### src/rtl/icache_fill.sv
`default_nettype none
// ============================================================================
//  Module   : icache_fill
//  Purpose  : Instruction-cache refill engine. Reads one aligned block over a
//             byte-wide RAM port and writes it to the cache in a single cycle.
//  Revision : 1.0  initial release
// ============================================================================
module icache_fill #(
    parameter int unsigned BLOCK_BYTES = 16
) (
    input  logic                       clk_in,
    input  logic                       rst_in,
    input  logic                       rdy_in,
    input  logic                       miss_valid,
    input  logic [31:0]                miss_addr,
    input  logic                       flush,
    input  logic                       mem_gnt,
    input  logic [7:0]                 mem_din,
    output logic                       mem_req,
    output logic [31:0]                mem_a,
    output logic                       mem_wr,
    output logic                       busy,
    output logic                       we,
    output logic [8*BLOCK_BYTES-1:0]   block,
    output logic [31:0]                fill_addr
);

    localparam int unsigned      c_off       = $clog2(BLOCK_BYTES);
    localparam logic [c_off:0]   c_full      = (c_off+1)'(BLOCK_BYTES);
    localparam logic [c_off:0]   c_last      = (c_off+1)'(BLOCK_BYTES - 1);
    localparam logic [c_off:0]   c_one       = (c_off+1)'(1);
    localparam logic [31:0]      c_base_mask = ~(32'(BLOCK_BYTES - 1));

    typedef enum logic [1:0] {
        S_IDLE = 2'd0,
        S_REQ  = 2'd1,
        S_READ = 2'd2,
        S_WB   = 2'd3
    } state_t;

    state_t                     r_state;
    state_t                     w_next_state;
    logic [31:0]                r_base;
    logic [c_off:0]             r_issue_cnt;
    logic [c_off:0]             r_recv_cnt;
    logic                       r_inflight;
    logic                       r_resume;
    logic [8*BLOCK_BYTES-1:0]   r_block;

    logic [c_off:0]             w_issue_idx;
    logic                       w_issue;
    logic                       w_capture;

    // After a stall the in-flight byte was dropped, so issuing restarts at
    // the first byte not yet received.
    always_comb begin
        w_issue_idx = r_resume ? r_recv_cnt : r_issue_cnt;
        w_issue     = (r_state == S_READ) && rdy_in && (w_issue_idx < c_full);
        w_capture   = (r_state == S_READ) && rdy_in && r_inflight;
    end

    always_ff @(posedge clk_in) begin
        if (rst_in) begin
            r_state <= S_IDLE;
        end else begin
            r_state <= w_next_state;
        end
    end

    // A flush aborts even while stalled; only a completed block in WB survives it.
    always_comb begin
        w_next_state = r_state;
        if (flush && (r_state != S_WB)) begin
            w_next_state = S_IDLE;
        end else if (rdy_in) begin
            case (r_state)
                S_IDLE:  if (miss_valid) w_next_state = S_REQ;
                S_REQ:   if (mem_gnt) w_next_state = S_READ;
                S_READ:  if (w_capture && (r_recv_cnt == c_last)) w_next_state = S_WB;
                S_WB:    w_next_state = S_IDLE;
                default: w_next_state = S_IDLE;
            endcase
        end
    end

    always_ff @(posedge clk_in) begin
        if (rst_in) begin
            r_base      <= '0;
            r_issue_cnt <= '0;
            r_recv_cnt  <= '0;
            r_inflight  <= 1'b0;
            r_resume    <= 1'b0;
            r_block     <= '0;
        end else begin
            r_resume <= !rdy_in;
            if (!rdy_in) begin
                r_inflight <= 1'b0;
            end else begin
                case (r_state)
                    S_IDLE: begin
                        if (miss_valid && !flush) begin
                            r_base <= miss_addr & c_base_mask;
                        end
                    end
                    S_REQ: begin
                        if (mem_gnt) begin
                            r_issue_cnt <= '0;
                            r_recv_cnt  <= '0;
                            r_inflight  <= 1'b0;
                        end
                    end
                    S_READ: begin
                        r_issue_cnt <= w_issue ? (w_issue_idx + c_one) : w_issue_idx;
                        r_inflight  <= w_issue;
                        if (w_capture) begin
                            r_block[8*r_recv_cnt[c_off-1:0] +: 8] <= mem_din;
                            r_recv_cnt <= r_recv_cnt + c_one;
                        end
                    end
                    default: ;
                endcase
            end
        end
    end

    always_comb begin
        mem_req   = (r_state == S_REQ) || (r_state == S_READ);
        mem_a     = w_issue ? (r_base + 32'(w_issue_idx)) : 32'd0;
        mem_wr    = 1'b0;
        busy      = (r_state != S_IDLE);
        we        = (r_state == S_WB) && rdy_in;
        block     = r_block;
        fill_addr = r_base;
    end

endmodule
`default_nettype wire

### config.mk
export PLATFORM = sky130hd
export DESIGN_NAME = icache_fill
export DESIGN_NICKNAME = d
export VERILOG_FILES = /design/src/rtl/icache_fill.sv
export SDC_FILE = /design/constraint.sdc
export NUM_CORES = 1
export LEC_CHECK = 0
export CAP_MARGIN = 20
export CORE_MARGIN = 2
export CORE_UTILIZATION = 49
export CTS_BUF_LIST = sky130_fd_sc_hd__clkbuf_2
export DETAILED_ROUTE_END_ITERATION = 10
export GPL_TIMING_DRIVEN = 0
export PLACE_DENSITY_LB_ADDON = 0.12
export SETUP_SLACK_MARGIN = 0.05
export SYNTH_ARGS = -nofsm -noshare
export SYNTH_HDL_FRONTEND = slang
export SYNTH_SLANG_ARGS = --single-unit
### constraint.sdc
create_clock -name clk_in -period 3.86 [get_ports clk_in]
set_clock_uncertainty 0.2 [all_clocks]
set_input_delay 0.772 -clock clk_in [delete_from_list [all_inputs] [get_ports clk_in]]
set_output_delay 0.772 -clock clk_in [all_outputs]
set_load 0.01 [all_outputs]
== Word-level counts from Yosys, hierarchy flattened ==
Cells that the tools add are included.

* Bits of input ports: 46
* Flip-flop bits (word level): 170
* Logic and storage cells: 59
* Output and inout bits: 196

* Order comparisons: 1
* Reduce and logical (&&, ||, !) cells: 21
* Add/subtract/negate cells: 4
* Bitwise gates (word level): 1
* Shift operators: 2
* Eq/ne operators: 9
* Mux-type cells: 14

{| class="wikitable"
|+ Operators by type and width
! kind !! number
|-
| $bwmux 128 || 1
|-
| $shift 8x34->128 const A || 1
|-
| $shiftx 8x34->128 || 1
|-
| $neg 7->34 || 1
|-
| $add 32x5->32 || 1
|-
| $mux 32 || 1
|-
| $mux 5 || 4
|-
| $pmux 5 s2 || 2
|-
| $add 5x1->5 const B || 2
|-
| $reduce_and 3->1 || 3
|-
| $ne 2x2->1 const B || 4
|-
| $pmux 2 s4 || 1
|-
| $reduce_and 4->1 || 2
|-
| $logic_and 1x1->1 || 7
|-
| $mux 2 || 3
|-
| $eq 5x4->1 const B || 1
|-
| $lt 5x5->1 const B || 1
|-
| $eq 2x2->1 const B || 2
|-
| $reduce_bool 2->1 || 2
|-
| $reduce_or 2->1 || 2
|-
| $eq 2x1->1 const B || 1
|-
| $logic_not 1->1 || 2
|-
| $logic_not 2->1 || 1
|-
| $ne 2x1->1 const B || 1
|-
| other kinds (5) || 5
|}

== Longest topological paths before layout ==
* Depth after elaboration: 6
* Depth in mapped cells: 10
* Depth with buffers taken out: 8

== Least setup slack after synthesis ==
OpenSTA, ideal clock, no wires.

* Path kind: register to output
* From: reg r_resume
* To: out mem_a[30]
* Arrival time: 2649 ps
* Required time: 2888 ps
* Slack: 239 ps
* Stages on the path, launching flop included: 10
* Cells stage by stage: dfxtp_1 -> clkbuf_1 -> mux2i_1 -> inv_1 -> ha_1 -> ha_1 -> nand4_2 -> or4_4 -> or4_1 -> a21oi_1

* Longest elaborated chain between the ends: 4

{| class="wikitable"
|+ RTL lines
! element !! line !! source
|-
| from (decl) || 47 || <nowiki>logic r_resume;</nowiki>
|-
| from (signal assigned) || 95 || <nowiki>r_resume <= !rdy_in;</nowiki>
|-
| $mux 5 * || 57 || <nowiki>w_issue_idx = r_resume ? r_recv_cnt : r_issue_cnt;</nowiki>
|-
| branches (longest 2 deep; another with $add 32x5->32) || n/a ||
|-
| $mux 32 * || 128 || <nowiki>mem_a = w_issue ? (r_base + 32'(w_issue_idx)) : 32'd0;</nowiki>
|-
| to (decl) || 20 || <nowiki>output logic [31:0] mem_a,</nowiki>
|}

Every way passes the cells marked *.

== Final worst setup path ==
* From: reg r_resume
* To: out mem_a[28]

Same word-level chain as after synthesis.

==> results.yml <==
status:
  outcome: "finished, violations left"
  violations: "negative setup slack"
job:
  cap_violations: 0
critical_path:
  crit_path_max_incr_delay_ps: 490
  cp.arrival_ps: 3110
  worstPathMaxFanout: 5
  crit_type: "flop to output port"
  path_cells: "mux2i_4 > inv_2 > ha_4 > ha_4 > nand4_4 > or4_4 > buf_8 > or3_4 > a21oi_2 > buf_2"
  timing.rr.start: "r_recv_cnt[1]"
  critPathCaptureType: "output port"
  worst-endpoint-required_ps: 2890
  worstSetupStartpoint: "r_resume"
  cp_common_cell: "ha_4"
  cp-start-kind: "flop"
  cp_slowest_cell: "or4_4"
layout:
  postLayoutCoreUtil_pct: 68.09
  design_area_sq_um: 11290
  areaGrowthSynthToFinish_pct: 36.00
  fin_nets: 1277
  final_layout_size_suffix_gt1_share_pct: 11.93
synthesis:
  synth_ff_type: "dfxtp_1"
  synthArstFlopShare_pct: 0
  yosysTopAreaCell: "dfxtp_1"
  synth.avg_cell_area_sq_um: 8.613
  ys_top_cells_by_area: "dfxtp_1 41%, mux2i_1 12%, nand2b_1 8.0%"
  ys_ff_latch: 170
  synthMuxAreaShare_pct: 12.85
  synthSimpleGateAreaFrac_pct: 29.08
  synth_adder_area_share_pct: 1.808
  synth_edf_count: 0
  synth.most_common_cell: "dfxtp_1"
  synth_cells: 964
  ys_warn_count: 0
  synthesis.area_sq_um: 8303
  synth_top_family_by_area: "simple AND/OR/NAND/NOR gates"
  synth_common_cells: "170 x dfxtp_1, 112 x nand2_1, 106 x nand2b_1"
  synth-compound-area-share_pct: 8.846
  synth_top_area_share_pct: 40.99
  ys_types: 59
  ys_seq_area_share_pct: 40.99
  synth-xor-area-share_pct: 1.266
sta:
  grt_setup_unrepaired: "yes"
  setup_viol: 9
  drv_slew: 0
  slew_headroom_pct: 35.09
  worst_slack_ps: -218.2
  max_freq_mhz: 245.2
  fin_crit_sh_pct: 105.7
  hold_violations: 0
  worst_slew_pin_slew_ps: 965.7
  min_period_ps: 4078
  finalSetupTns_ps: -1088
placement:
  placement.io_buffers: 223
  hpwl_mm: 18.64
  place_ws_ps: -570.0
  gp_congestion: 0.9113
  place_area_sq_um: 10830
floorplan:
  ios: 242
  dieHeight_um: 134.2
  die_area_sq_um: 18000
  start_util_pct: 50.07
  core_sq_um: 16580
  die_x_um: 134.2
  rows: 47
pwr:
  cellPowerDensity_nw_per_um2: 259.0
  ir_drop_mv: 0.1499
  p_leak_nw: 3.967
  total_power_mw: 2.925
drt:
  route.detailed.drc: 0
  vias: 8034
  wirelength_mm: 26.11
  wl_per_cell_um: 17.97
  ant_nets: 0
  drtIter0Drc: 644
  vias_per_cell: 5.529
  drt-pass1-iter-count: 6
min_path:
  min_from: "r_issue_cnt[1]"
  hold_class: "flop to flop"
clock_tree:
  clock_latency_ps: 760
  clkTransAtPathRegs_ps: 230
  cts_buffer_depth: 2
  cts_tree: "yes"
  cts.sinks: 170
  htree_levels: 4
  cts_made_buffers: 17
  clock-root-buffer: "clkbuf_2"
  ctsHoldBuffers: 0
grt:
  grt_usage_pct: 28.21
  grt-ovfl-total: 0
  grt_first_pass_wirelength_mm: 40.01
  antenna_found_initial: 1
  grt_start_max_net_pins: 17
  grt_pass1_vias: 7342
## state kept, by name, indices dropped and copies added (netlist names)
signal       count
r_inflight       1
r_resume         1
r_recv_cnt       5
block          128
r_issue_cnt      5
r_state          2
fill_addr       28
## kinds of logic (layout without fill, tap and decap cells)
kind of cell	count (synthesis)	in the layout
multiplexers	106	106
adder cells (fa/ha/maj)	12	12
AO/OA/AOI/OAI	129	129
other	1	6
AND/OR/NAND/NOR	438	438
buffers and inverters	96	360
flip-flops	170	170
XOR/XNOR	12	12
## metrics by stage
stage,instances,hold WS [ps]
after global placement,1411,241.4
after floorplan,968,233.8
after detailed placement,1412,246.2
final,1453,272.5
after global routing,1453,285.6
after CTS,1451,259.4
## power breakdown
group | internal [mW] | total (mW) | leakage (nW) | switching [mW]
combinational | 0.0924 | 0.201 | 2.45 | 0.108
sequential | 1.77 | 1.79 | 1.38 | 0.0193
clock | 0.251 | 0.934 | 0.136 | 0.684
## final cells by class
class / count / area [sq um]
diodes: 1 / 2.502
plain buffers: 78 / 387.9
clock buffers: 18 / 90.09
clock inverters: 14 / 135.1
fillers: 1447 / 5291
inverters: 16 / 65.06
multi-input cells: 702 / 4666
flip-flops and latches: 170 / 3428
well taps: 220 / 275.3
repair buffers: 234 / 2242
## critical path, delay by kind of cell (launching register included)
kind / cells / cell delay, ps
AO/OA/AOI/OAI: 1 / 150
adder cells (fa/ha/maj): 2 / 290
buffers and inverters: 3 / 370
flip-flops: 1 / 410
multiplexers: 1 / 190
AND/OR/NAND/NOR: 3 / 930
## worst paths after layout
path               endpoint  slack, ps  depth (start not counted)
min          r_issue_cnt[1]        270                          2
max               mem_a[28]       -220                         10
min reg2reg  r_issue_cnt[1]        270                          2
max reg2reg       block[34]        520                          8
## routing by layer
| layer | vias to the layer above | share of wire, % | track usage [%] |
|---|---|---|---|
| li1 | 3866 | - | - |
| met1 | 3790 | 45 | 38.98 |
| met2 | 334 | 46 | 44.10 |
| met3 | 44 | 6.9 | 5.442 |
| met4 | 0 | 2.7 | 10.06 |
| met5 | - | 0 | 0 |
## cells in the final DEF, fill, tap and decap left out, drive strengths merged, types with 11 or more instances in the layout
cell / Yosys / layout
buf: 26 / 47
or4: 11 / 11
inv: 16 / 22
clkbuf: 54 / 74
nand4: 28 / 28
o21ai: 34 / 34
clkdlybuf4s50: 0 / 197
nor3: 11 / 11
dfxtp: 170 / 170
mux2i: 101 / 101
nor2: 25 / 25
a21oi: 69 / 69
nand2b: 106 / 106
nor2b: 19 / 19
ha: 12 / 12
nand2: 114 / 114
nand3: 71 / 71
## what timing repair did
item,CTS,global route
resized for setup,107,32
setup endpoints to repair,32,22
pin swaps,13,7
cloned,2,0
setup buffers,7,1
No activity file was read; power rests on OpenSTA's default activity.
